## config.mk

```make
export PLATFORM = sky130hd
export DESIGN_NAME = sync_updown_mod
export DESIGN_NICKNAME = d
export VERILOG_FILES = /design/src/rtl/counters_pkg.sv /design/src/rtl/updown_next.sv /design/src/rtl/sync_updown_mod.sv
export SDC_FILE = /design/constraint.sdc
export NUM_CORES = 1
export LEC_CHECK = 0
export BUFFER_PORTS_ARGS = -buffer_cell sky130_fd_sc_hd__buf_2
export CELL_PAD_IN_SITES_DETAIL_PLACEMENT = 0
export CELL_PAD_IN_SITES_GLOBAL_PLACEMENT = 1
export CORE_AREA = 2 2 39 41
export CTS_CLUSTER_SIZE = 8
export DETAILED_ROUTE_END_ITERATION = 10
export DIE_AREA = 0 0 41 43
export PLACE_DENSITY = 0.69
export SLEW_MARGIN = 20
export SYNTH_ARGS = -nofsm -noshare
export SYNTH_HDL_FRONTEND = slang
export SYNTH_SLANG_ARGS = --single-unit
```

## constraint.sdc

```tcl
create_clock -name clk -period 3.2 [get_ports clk]
set_input_delay 0.48 -clock clk [delete_from_list [all_inputs] [get_ports clk]]
set_output_delay 0.48 -clock clk [all_outputs]
set_load 0.02 [all_outputs]
```

## src/rtl/counters_pkg.sv

```systemverilog
// rtl/counters_pkg.sv - shared constants and next-value helpers for the counters library
package counters_pkg;

    localparam logic DIR_UP   = 1'b1;
    localparam logic DIR_DOWN = 1'b0;

    // Wide enough for any legal WIDTH plus one guard bit, so MODULUS==2**WIDTH never overflows.
    localparam int CNT_MAX_W = 32;
    typedef logic [CNT_MAX_W:0] cnt_t;

    function automatic cnt_t clamp_load(input cnt_t d, input cnt_t modulus);
        return (d >= modulus) ? modulus - cnt_t'(1) : d;
    endfunction

    function automatic cnt_t mod_next(input cnt_t q, input logic dir, input cnt_t modulus);
        if (dir == DIR_UP) begin
            return (q == modulus - cnt_t'(1)) ? cnt_t'(0) : q + cnt_t'(1);
        end
        return (q == cnt_t'(0)) ? modulus - cnt_t'(1) : q - cnt_t'(1);
    endfunction

endpackage

```

## src/rtl/updown_next.sv

```systemverilog
// rtl/updown_next.sv - next count value and limit detect for one up/down stage (SYNC_UPDOWN_SATURATE_EN selects saturation)
module updown_next
    import counters_pkg::*;
#(
    parameter int WIDTH   = 4,
    parameter int MODULUS = 2**WIDTH
) (
    input  logic [WIDTH-1:0] q,
    input  logic             M,
    output logic [WIDTH-1:0] nxt,
    output logic             at_lim
);

    cnt_t q_ext;
    cnt_t top_val;
    cnt_t step_val;

    assign q_ext    = cnt_t'(q);
    assign top_val  = cnt_t'(MODULUS) - cnt_t'(1);
    assign step_val = mod_next(q_ext, M, cnt_t'(MODULUS));

    assign at_lim = (M == DIR_UP) ? (q_ext == top_val) : (q_ext == cnt_t'(0));

`ifdef SYNC_UPDOWN_SATURATE_EN
    assign nxt = at_lim ? q : WIDTH'(step_val);
`else
    assign nxt = WIDTH'(step_val);
`endif

endmodule

```

## src/rtl/sync_updown_mod.sv

```systemverilog
// rtl/sync_updown_mod.sv - parametrised up/down counter with load, enable, tc and wrap (SYNC_UPDOWN_SATURATE_EN)
module sync_updown_mod
    import counters_pkg::*;
#(
    parameter int WIDTH   = 4,
    parameter int MODULUS = 2**WIDTH,
    parameter int RST_VAL = 0
) (
    input  logic             clk,
    input  logic             rst,
    input  logic             M,
    input  logic             en,
    input  logic             load,
    input  logic [WIDTH-1:0] d,
    output logic [WIDTH-1:0] q,
    output logic             tc,
    output logic             wrap
);

    logic [WIDTH-1:0] q_q, q_d;
    logic             wrap_q, wrap_d;
    logic [WIDTH-1:0] nxt;
    logic             at_lim;

    updown_next #(
        .WIDTH   (WIDTH),
        .MODULUS (MODULUS)
    ) u_next (
        .q      (q_q),
        .M      (M),
        .nxt    (nxt),
        .at_lim (at_lim)
    );

    always_comb begin
        q_d    = q_q;
        wrap_d = 1'b0;
        if (load) begin
            q_d = WIDTH'(clamp_load(cnt_t'(d), cnt_t'(MODULUS)));
        end else if (en) begin
            q_d = nxt;
`ifdef SYNC_UPDOWN_SATURATE_EN
            wrap_d = 1'b0;
`else
            wrap_d = at_lim;
`endif
        end
    end

    always_ff @(posedge clk) begin
        if (!rst) begin
            q_q    <= WIDTH'(RST_VAL);
            wrap_q <= 1'b0;
        end else begin
            q_q    <= q_d;
            wrap_q <= wrap_d;
        end
    end

    // tc anticipates the wrap/limit on the coming edge; it feeds the next stage's en.
    assign tc   = en & ~load & at_lim;
    assign q    = q_q;
    assign wrap = wrap_q;

endmodule

```

# After elaboration in Yosys (flattened, before gate mapping)
# Index checks and enable logic that the tools add are counted.
[word_totals]
inputBits = 9
out_inout_bits = 6
word_cells = 21
ff_bits = 5
[classes]
bitwise = 5
reduce_logical = 3
n_eq_ne = 1
n_addsub = 2
mux = 8
[op_table]
columns = ["op", "count"]
rows = [
  ["33-bit logical NOT", 1],
  ["4-bit two-way mux", 6],
  ["4-bit by 1-bit adder with 4-bit output, second input constant", 1],
  ["4-bit == test, second input constant", 1],
  ["4-bit by 1-bit subtractor with 4-bit output, second input constant", 1],
  ["1-bit NOT", 3],
  ["3-bit OR reduction", 1],
  ["1-bit AND", 2],
  ["1-bit two-way mux", 2],
  ["2-bit nonzero test", 1],
]

# Depth between registers and ports, before layout
# Gate-level depths: netlist of the first run.
[depth]
word_depth = 6
mapped_depth = 6
mapped_depth_nobuf = 6

# Cells and area by module
# A second synthesis of the first run with hierarchy kept.
[hier_totals]
hier_cells = 44
area_unflattened_um2 = 381.6
[modules_own_cells]
columns = ["mod", "cells_each", "area_each_um2", "instances", "seq_area_each_um2"]
rows = [
  ["sync_updown_mod", 21, 229.0, 1, 100.1],
  ["updown_next", 23, 152.6, 1, 0.0],
]

# Worst setup path after synthesis of the first run
# Ideal clock, no wire load.
[synth_timing]
path_kind = "register -> output"
from = "reg q_q[0] (netlist: q[0])"
to = "out tc"
setup_slack_ns = 1.232
required_ns = 2.720
n_path_buf = 0
t_arrival_ns = 1.488
path_stages_with_launch = 6
cell_sequence = "dfxtp_1 -> inv_2 -> ha_1 -> or3b_1 -> o21a_1 -> nor2_1"
[synth_between]
elab_chain_cells = 3
word_cells_on_any_way = 4
classes_between = "eq/ne (1); mux (1); bitwise (1); reduce/logical (1)"
[synth_lines]
columns = ["element", "line_no", "rtl"]
rows = [
  ["from (decl)", "sync_updown_mod.sv:20", "logic [WIDTH-1:0] q_q, q_d;"],
  ["from (signal assigned)", "sync_updown_mod.sv:52", "q_q <= WIDTH'(RST_VAL);"],
  ["from (signal assigned)", "sync_updown_mod.sv:55", "q_q <= q_d;"],
  ["33-bit logical NOT or 4-bit == test (tied branches)", "updown_next.sv:22", "assign at_lim = (M == DIR_UP) ? (q_ext == top_val) : (q_ext == cnt_t'(0));"],
  ["1-bit two-way mux (*)", "updown_next.sv:22", ""],
  ["1-bit AND (*)", "sync_updown_mod.sv:61", "assign tc = en & ~load & at_lim;"],
  ["to (decl)", "sync_updown_mod.sv:16", "output logic tc,"],
]
# Every way passes the cells marked *; elsewhere a longest branch is shown, timed or not.

# Worst setup path after layout of the first run
# Same ends and word-level chain as after synthesis.

==> results of run 1 <==
-- layout by cell type (no fill, tap or decap), drive strengths merged, types with 2 or more instances in the layout --
master  synthesis  layout
xnor2           2       2
o21ai           3       3
nand2           3       3
inv             5       5
nor2            3       3
nor3b           2       2
ha              2       2
buf             0      14
a21oi           5       5
dfxtp           5       5
clkbuf          1       4
-- power by group --
part	switching, W	internal, W
logic	0.0000264	0.0000242
registers	0.00000789	0.0000669
clock network	0.0000269	0.0000472
-- registers in the layout, indices dropped and copies added, names as in the netlist --
signal and flops:
q 4, wrap 1
-- area by class of cell --
| cell class | count | share of cell area (%) |
|---|---|---|
| repair buffers | 14 | 14.9 |
| well taps | 16 | 4.24 |
| inverters | 5 | 3.98 |
| multi-input cells | 35 | 50.1 |
| clock buffers | 4 | 5.57 |
| flip-flops and latches | 5 | 21.2 |
-- worst max-delay path by stage --
stage / startpoint / end / slack, ns
global route: q[1] / tc / 0.91
detailed placement: M / tc / 1.27
floorplan: q[0] / tc / 1.23
finish: q[0] / tc / 1.03
global placement: M / tc / 1.26
CTS: q[0] / tc / 1.01
-- layer usage --
| metal | track usage [%] | wire length, µm | vias to the layer above |
|---|---|---|---|
| met5 | 0 | 0 | - |
| met4 | 8.00 | 8 | 0 |
| met3 | 4.71 | 47 | 2 |
| met2 | 14.7 | 359 | 14 |
| met1 | 15.4 | 390 | 168 |
| li1 | - | - | 199 |
-- worst register-to-register path, cell delays in order, from the launching register on --
cell	delay, ns
dfxtp_1	0.48
inv_2	0.06
or4_1	0.50
a311o_1	0.37
a21oi_1	0.14
-- Yosys cell counts (2+ instances only) --
cell type	n
nor2_1	3
nand2_1	3
xnor2_1	2
dfxtp_1	5
nor3b_1	2
a21oi_1	5
inv_1	4
ha_1	2
o21ai_0	3
-- through the flow --
step / hold WS, ns / power (W) / utilization [%] / setup slack (ns) / instance area (µm²)
floorplan: 0.582 / 0.000110 / - / 1.23 / 359
global placement: 0.628 / 0.000127 / 32.2 / 1.26 / 445
detailed placement: 0.619 / 0.000127 / 32.2 / 1.27 / 445
CTS: 0.460 / 0.000202 / 34.1 / 1.01 / 472
global route: 0.505 / 0.000215 / 34.1 / 0.910 / 472
finish: 0.467 / 0.000200 / 34.1 / 1.03 / 472
-- kinds of logic (layout without fill, tap and decap cells) --
logic type,after synthesis,after routing,share of synthesized area [%]
buffers and inverters,6,23,6.27
muxes,2,2,5.92
xor gates and xnor gates,2,2,4.88
adders and majority gates,2,2,6.97
and+or+nand+nor,15,15,23.3
AOI/OAI and AO/OA,14,14,24.7
DFF,5,5,27.9
==> impl_metrics.yaml, run 1 <==
sta:
  fin_crit_sh_pct: 68.0
  finalCriticalPeriod_ns: 2.17
  rsz0062_at_grt: "no"
  maxSlewHeadroom_pct: 80.8
  fin_setup_tns_ns: 0
  tightest_slew_ns: 0.287
  setup_viol: 0
  slew_violations: 0
  timing.final.hold_violations: 0
  skew_ns: 0.00703
  clock.fmax_mhz: 460
logic_synthesis:
  synth_area_leaders: "dfxtp_1, a21oi_1, ha_1, xnor2_1, o21ai_0"
  netlist_area_um2: 359
  ys_seq_area_share_pct: 27.9
  synth.top_cell.area_share_pct: 27.9
  synthFlopType: "dfxtp_1"
  yosysWarnings: 0
  synthArstFlopShare_pct: 0
  yosys.area.top_type: "dfxtp_1"
  synth_nets: 57
  synth_seq_cells: 5
  yosysUniqueCellTypes: 26
  synth_edf_count: 0
  avgSynthCellArea_um2: 7.81
  syn_inst: 46
clock_tree:
  cts_setup_buffers: 0
  cts_max_path_buffers: 2
  cts-htree-levels: 1
  clk-insertion-delay-late_ns: 0.24
  post_cts_resized: 0
  cts_tree: "done"
  hold_buffers: 0
  cts_buffers: 3
  cts_sinks: 5
  clockRootBuffer: "clkbuf_4"
  path_clk_slew_ns: 0.05
critical_path:
  crit_fanout: 9
  crit_type: "reg -> out"
  slowest_stage: "dfxtp_1"
  critPathLaunchType: "flop"
  worstPathArrival_ns: 1.69
  reg2regPathDepth: 4
  end_kind: "primary output"
  slowest_delay_ns: 0.38
  r2r_end: "q[3]"
  worst-path-stages: 6
  path_cells: "inv_2 -> ha_1 -> or3b_1 -> o21a_1 -> nor2_1 -> buf_2"
  path_buf_inv: 2
  r2r-start: "q[0]"
  ff2ff_setup_slack_ns: 1.58
  cp.required_ns: 2.72
  path_delay_family: "simple AND/OR/NAND/NOR gates"
drt:
  dr.pass1.iters: 4
  wl_per_cell_um: 10.2
  viasPerCell: 4.85
  drc: 0
  wl_um: 806
  drt_iter0_drc: 15
  antenna_left: 0
  dr_total_vias: 383
floorplan:
  io_pins: 15
  fp.dieW_um: 41
  die_h_um: 43
  start_util_pct: 25.9
  placementRows: 14
  core_um2: 1380
  die_area_um2: 1760
power:
  leakage_nw: 0.214
  ir_drop_mv: 0.127
  power_density_nw_per_um2: 423
finish:
  drive_gt1_share_pct: 31.7
  area_delta_synth_final_pct: 31.4
  num-fill-cells: 164
  diodes: 0
  final_nets: 75
  multi_input_area_um2: 236
  regArea_um2: 100
  instances_no_fill: 79
global_routing:
  grt_max_degree: 10
  grt_pass1_vias: 314
  grt_usage_pct: 11.6
  antenna_found_initial: 0
  grt_remaining_overflow: 0
  grt_first_pass_wirelength_um: 1350
status:
  status: "finished clean"
worst_hold_path:
  hold_depth: 3
  hold_path.class: "in -> reg"
  min_to: "q[0]"
  min_from: "d[0]"
placement:
  place_inst: 75
  portBuffers: 14
  routabilityCongestion: 0.703
  dp_hpwl_um: 639
run:
  drv_cap: 0
(Power assumes the default switching activity.)
==> run 2, diff against run 1 <==
--- a/config.mk
+++ b/config.mk
@@ -8,11 +8,11 @@
 export BUFFER_PORTS_ARGS = -buffer_cell sky130_fd_sc_hd__buf_2
 export CELL_PAD_IN_SITES_DETAIL_PLACEMENT = 0
 export CELL_PAD_IN_SITES_GLOBAL_PLACEMENT = 1
-export CORE_AREA = 2 2 39 41
+export CORE_MARGIN = 2
+export CORE_UTILIZATION = 27
 export CTS_CLUSTER_SIZE = 8
 export DETAILED_ROUTE_END_ITERATION = 10
-export DIE_AREA = 0 0 41 43
-export PLACE_DENSITY = 0.69
+export PLACE_DENSITY = 0.72
 export SLEW_MARGIN = 20
 export SYNTH_ARGS = -nofsm -noshare
 export SYNTH_HDL_FRONTEND = slang
==> constraint.sdc (replaced) <==
create_clock -name clk -period 1.9 [get_ports clk]
set_input_delay 0.285 -clock clk [delete_from_list [all_inputs] [get_ports clk]]
set_output_delay 0.285 -clock clk [all_outputs]
set_load 0.02 [all_outputs]
==> run 2 against run 1 <==
  * Register-to-register slack worse by 1.3 ns
  * Final area up 8.2%
  * Combinational power up 110%
  * Critical path depth unchanged
  * Clock power up 65%
  * Setup slack worse by 0.95 ns
  * Flip-flop and latch count unchanged
  * Core utilization up 6.1 points
  * Die area down 7.1%
  * Cell count up 2.5%
  * Via count up 2.6%
  * Sequential power up 62%
==> impl_metrics.yaml, run 2 (synthesis results as in run 1) <==
finish:
  layout_common_cells: "buf_2, a21oi_1, dfxtp_1"
  drive_gt1_share_pct: 39.4
  largest_register_ffs: 4
  final_nets: 78
  area_delta_synth_final_pct: 42.2
  diodes: 0
  final_common_cell: "buf_2"
  instances_no_fill: 81
drt:
  antenna_left: 0
  wl_per_cell_um: 10.9
  wl_um: 882
  dr.pass1.iters: 4
  viasPerCell: 4.85
  dr_total_vias: 393
  drt_iter0_drc: 21
  drc: 0
placement:
  dp_hpwl_um: 649
  portBuffers: 14
  pre_cts_slack_ns: 0.280
  routabilityCongestion: 0.716
  place_inst: 76
worst_hold_path:
  min_from: "d[0]"
  min_to: "q[0]"
  hold_path.class: "in -> reg"
  hold_depth: 3
critical_path:
  crit_fanout: 3
  end_kind: "primary output"
  ff2ff_setup_slack_ns: 0.26
  cp.required_ns: 1.62
  r2r_end: "q[3]"
  r2r-start: "q[0]"
  crit_type: "reg -> out"
  reg2regPathDepth: 5
  worstPathArrival_ns: 1.54
  critPathLaunchType: "flop"
sta:
  tightest_slew_ns: 0.265
  fin_setup_tns_ns: 0
  slew_violations: 0
  skew_ns: 0.00395
  finalCriticalPeriod_ns: 1.82
  maxSlewHeadroom_pct: 82.1
  setup_viol: 0
  rsz0062_at_grt: "no"
  timing.final.hold_violations: 0
  finalWorstSetupSlack_ns: 0.0786
  clock.fmax_mhz: 549
  fin_crit_sh_pct: 95.9
clock_tree:
  cts-htree-levels: 1
  cts_tree: "done"
  cts_buffers: 3
  clk-insertion-delay-late_ns: 0.24
  hold_buffers: 0
  cts_sinks: 5
  path_clk_slew_ns: 0.04
  clockRootBuffer: "clkbuf_4"
  cts_max_path_buffers: 2
power:
  leakage_nw: 0.230
  ir_drop_mv: 0.243
  power_density_nw_per_um2: 686
run:
  drv_cap: 0
global_routing:
  met2_usage_pct: 15.9
  grt_remaining_overflow: 0
  grt_first_pass_wirelength_um: 1320
  grt_use_met3_pct: 1.67
  grt_pass1_vias: 311
  grt_usage_pct: 12.9
  gr-max-usage-layer: "met1"
  grt_max_degree: 10
  grtUsageMet1_pct: 18.2
  antenna_found_initial: 0
floorplan:
  io_pins: 15
  fp.dieW_um: 40.5
  die_area_um2: 1640
  core_um2: 1270
  die_h_um: 40.5
  start_util_pct: 28.3
  placementRows: 13
status:
  status: "finished clean"
run 2: power by group:
| group | switching (W) | total [W] | internal [W] |
|---|---|---|---|
| clock | 0.0000423 | 0.000122 | 0.0000793 |
| combinational | 0.0000544 | 0.000107 | 0.0000530 |
| sequential | 0.00000835 | 0.000121 | 0.000113 |
| total | 0.000105 | 0.000350 | 0.000245 |
run 2: timing repair:
action / 4_1_cts / 5_1_grt
resized for setup: 0 / 5
buffers inserted: 0 / 1
endpoints found under the setup margin: 0 / 1
run 2: worst max path at each step:
stage | start | end | slack [ns] | cells after the start
after floorplan | q[0] | tc | 0.13 | 5
after global placement | q[0] | q[3] | 0.30 | 5
after detailed placement | q[1] | tc | 0.28 | 6
after CTS | q[1] | tc | 0.02 | 6
after global routing | q[1] | tc | 0.01 | 6
final | q[1] | tc | 0.08 | 6
run 2: area by class of cell:
type,instances,area (µm²)
flip-flops and latches,5,100
multi-input cells,35,251
inverters,5,18.8
fillers,142,758
well taps,15,18.8
clock buffers,4,26.3
repair buffers,17,95.1
run 2: worst max-delay path, stage by stage, from the launching register on:
cell and delay, ns:
dfxtp_1 0.32, inv_2 0.07, ha_4 0.13, or3b_4 0.37, o21a_1 0.18, nor2_1 0.09
buf_4 0.14
run 2: stage by stage:
stage	area, µm²	utilization, %	hold slack [ns]	total power (W)
2_1_floorplan	359	-	0.387	0.000185
5_1_grt	510	40.2	0.311	0.000375
3_3_place_gp	459	36.2	0.527	0.000220
6_report	510	40.2	0.279	0.000350
4_1_cts	485	38.3	0.278	0.000345
3_5_place_dp	459	36.2	0.527	0.000220
run 2: routing by layer:
| metal | part of all wire, % | wire length, µm | vias up |
|---|---|---|---|
| met1 | 48 | 420 | 167 |
| met4 | 1.6 | 14 | 0 |
| met2 | 43 | 383 | 17 |
| met5 | 0 | 0 | - |
| li1 | - | - | 207 |
| met3 | 7.3 | 64 | 2 |
==> run 3, diff against run 2 <==
--- a/config.mk
+++ b/config.mk
@@ -5,6 +5,7 @@
 export SDC_FILE = /design/constraint.sdc
 export NUM_CORES = 1
 export LEC_CHECK = 0
+export ABC_AREA = 1
 export BUFFER_PORTS_ARGS = -buffer_cell sky130_fd_sc_hd__buf_2
 export CELL_PAD_IN_SITES_DETAIL_PLACEMENT = 0
 export CELL_PAD_IN_SITES_GLOBAL_PLACEMENT = 1
@@ -12,7 +13,7 @@
 export CORE_UTILIZATION = 27
 export CTS_CLUSTER_SIZE = 8
 export DETAILED_ROUTE_END_ITERATION = 10
-export PLACE_DENSITY = 0.72
+export PLACE_DENSITY = 0.73
 export SLEW_MARGIN = 20
 export SYNTH_ARGS = -nofsm -noshare
 export SYNTH_HDL_FRONTEND = slang
==> run 3 against run 2 <==
  * Register-to-register slack better by 0.31 ns
  * Hold slack better by 0.030 ns
  * First-iteration DRC count is 29% lower
  * Flip-flop and latch count stayed put
  * Sequential power is 5% higher
  * Largest power group is now registers
  * Setup slack better by 0.097 ns
  * Non-clock buffer count is 3 lower
  * Core utilization is 2.7 points lower
==> impl_metrics.yaml, run 3 <==
logic_synthesis:
  yosys.area.top_type: "dfxtp_1"
  synth_seq_cells: 5
  syn_inst: 60
  yosysUniqueCellTypes: 17
  ys_seq_area_share_pct: 25.7
  netlist_area_um2: 389
  avgSynthCellArea_um2: 6.49
  synth_common_cells: "nand2_1, inv_1, dfxtp_1, nand3_1"
  synthFlopType: "dfxtp_1"
  synth_area_leaders: "dfxtp_1, nand2_1, inv_1, ha_1, nand3_1"
  synth_edf_count: 0
  synth.top_cell.area_share_pct: 25.7
  synth_nets: 71
  synthArstFlopShare_pct: 0
  yosysWarnings: 0
  yosysMostFrequentCell: "nand2_1"
finish:
  stdcell_area_um2: 494
  diodes: 0
  final_common_cell: "nand2_1"
  final_nets: 89
  drive_gt1_share_pct: 28.6
  num-fill-cells: 145
  largest_register_ffs: 4
  multi_input_area_um2: 241
  area_delta_synth_final_pct: 27.0
  regArea_um2: 101
  layout_common_cells: "nand2_1, buf_2, inv_1"
power:
  p_int_w: 0.000229
  p_sw_w: 0.000110
  power_density_nw_per_um2: 685
  p_clk_share_pct: 36.4
  ir_drop_mv: 0.230
  swShare_pct: 32.4
  leakage_nw: 0.258
  pwr-share-comb_pct: 26.1
  p_seq_share_pct: 37.5
clock_tree:
  cts_setup_buffers: 0
  cts_tree: "done"
  path_clk_slew_ns: 0.04
  clk-insertion-delay-late_ns: 0.24
  cts_buffers: 3
  cts_max_path_buffers: 2
  cts-htree-levels: 1
  clockRootBuffer: "clkbuf_4"
  cts_sinks: 5
placement:
  routabilityCongestion: 0.723
  dp_hpwl_um: 714
  portBuffers: 14
  place_area_um2: 467
critical_path:
  critPathLaunchType: "flop"
  ff2ff_setup_slack_ns: 0.57
  r2r-start: "q[1]"
  crit_fanout: 6
  crit_type: "reg -> out"
  worstPathArrival_ns: 1.44
  cp.required_ns: 1.62
  end_kind: "primary output"
  reg2regPathDepth: 8
  r2r_end: "q[3]"
worst_hold_path:
  min_from: "d[2]"
  min_to: "q[2]"
  hold_depth: 3
  hold_path.class: "in -> reg"
sta:
  setup_viol: 0
  clock.fmax_mhz: 580
  fin_setup_tns_ns: 0
  slew_violations: 0
  tightest_slew_ns: 0.339
  fin_crit_sh_pct: 90.8
  timing.final.hold_violations: 0
  rsz0062_at_grt: "no"
  skew_ns: 0.00103
  finalCriticalPeriod_ns: 1.72
  maxSlewHeadroom_pct: 77.4
drt:
  dr_total_vias: 429
  drt_iter0_drc: 15
  antenna_left: 0
  dr.pass1.iters: 4
  wl_per_cell_um: 9.54
  drc: 0
  viasPerCell: 4.66
  wl_um: 878
floorplan:
  placementRows: 13
  io_pins: 15
  die_h_um: 42.0
  die_area_um2: 1760
  start_util_pct: 29.5
  core_um2: 1320
  fp.dieW_um: 42.0
run:
  drv_cap: 0
global_routing:
  grt_pass1_vias: 406
  grt_remaining_overflow: 0
  grt_max_degree: 9
  antenna_found_initial: 0
  grt_first_pass_wirelength_um: 1650
  grt_usage_pct: 12.0
status:
  status: "finished clean"
[run 3: through the flow]
stage | power [W] | worst slack (ns) | utilization (%) | cells | hold WS (ns)
2_1_floorplan | 0.000191 | 0.285 | - | 60 | 0.447
3_3_place_gp | 0.000218 | 0.347 | 35.4 | 88 | 0.546
3_5_place_dp | 0.000217 | 0.345 | 35.4 | 88 | 0.558
4_1_cts | 0.000342 | 0.0747 | 37.4 | 92 | 0.304
5_1_grt | 0.000368 | 0.0296 | 37.5 | 92 | 0.322
6_report | 0.000339 | 0.176 | 37.5 | 92 | 0.308
[run 3: logic make-up (layout without fill, tap and decap cells)]
| group | count (synthesis) | in the layout | synth area share (%) |
|---|---|---|---|
| XOR/XNOR | 2 | 2 | 4.50 |
| AND/OR/NAND/NOR | 36 | 36 | 42.8 |
| adder cells (fa/ha/maj) | 2 | 2 | 6.43 |
| buffers and inverters | 10 | 27 | 12.2 |
| AO/OA/AOI/OAI | 5 | 5 | 8.36 |
| flip-flops | 5 | 5 | 25.7 |
[run 3: worst max-delay path, cell delays in order (launching register included)]
cell and delay [ns]:
dfxtp_1 0.40, inv_1 0.11, ha_1 0.22, nand4_1 0.11, and2_1 0.16, nor2_1 0.04
buf_2 0.15
[run 3: worst max-delay path by stage]
stage	slack [ns]	to	start	depth (start not counted)
final	0.18	tc	q[1]	6
after detailed placement	0.34	tc	q[0]	6
after CTS	0.07	tc	q[0]	6
after global placement	0.35	tc	q[0]	6
after floorplan	0.29	tc	q[0]	4
after global routing	0.03	tc	q[1]	6
[run 3: power groups by stage]
stage          Sequential [W]  Clock, W  Combinational, W
2_1_floorplan        0.000132         0         0.0000587
3_3_place_gp         0.000128         0         0.0000892
3_5_place_dp         0.000128         0         0.0000885
4_1_cts              0.000127  0.000127         0.0000888
5_1_grt              0.000129  0.000138          0.000102
6_report             0.000127  0.000123         0.0000882
[run 3: layer usage]
layer  global-route usage (%)  up-vias  part of all wire, %
met4                     5.81        0                    0
met2                     17.8        7                   47
met3                     2.61        0                  3.4
met5                        0        -                    0
li1                         -      230                    -
met1                     16.3      192                   50
[run 3: area by class of cell]
cell class | instances | share of cell area, %
clock buffers | 4 | 5.32
flip-flops and latches | 5 | 20.5
inverters | 9 | 7.34
well taps | 15 | 3.80
multi-input cells | 45 | 48.9
repair buffers | 14 | 14.2
[run 3: timing repair]
action | CTS | global route
endpoints found under the setup margin | 0 | 1
gates resized for setup | 0 | 1
hold buffers | 0 | 0
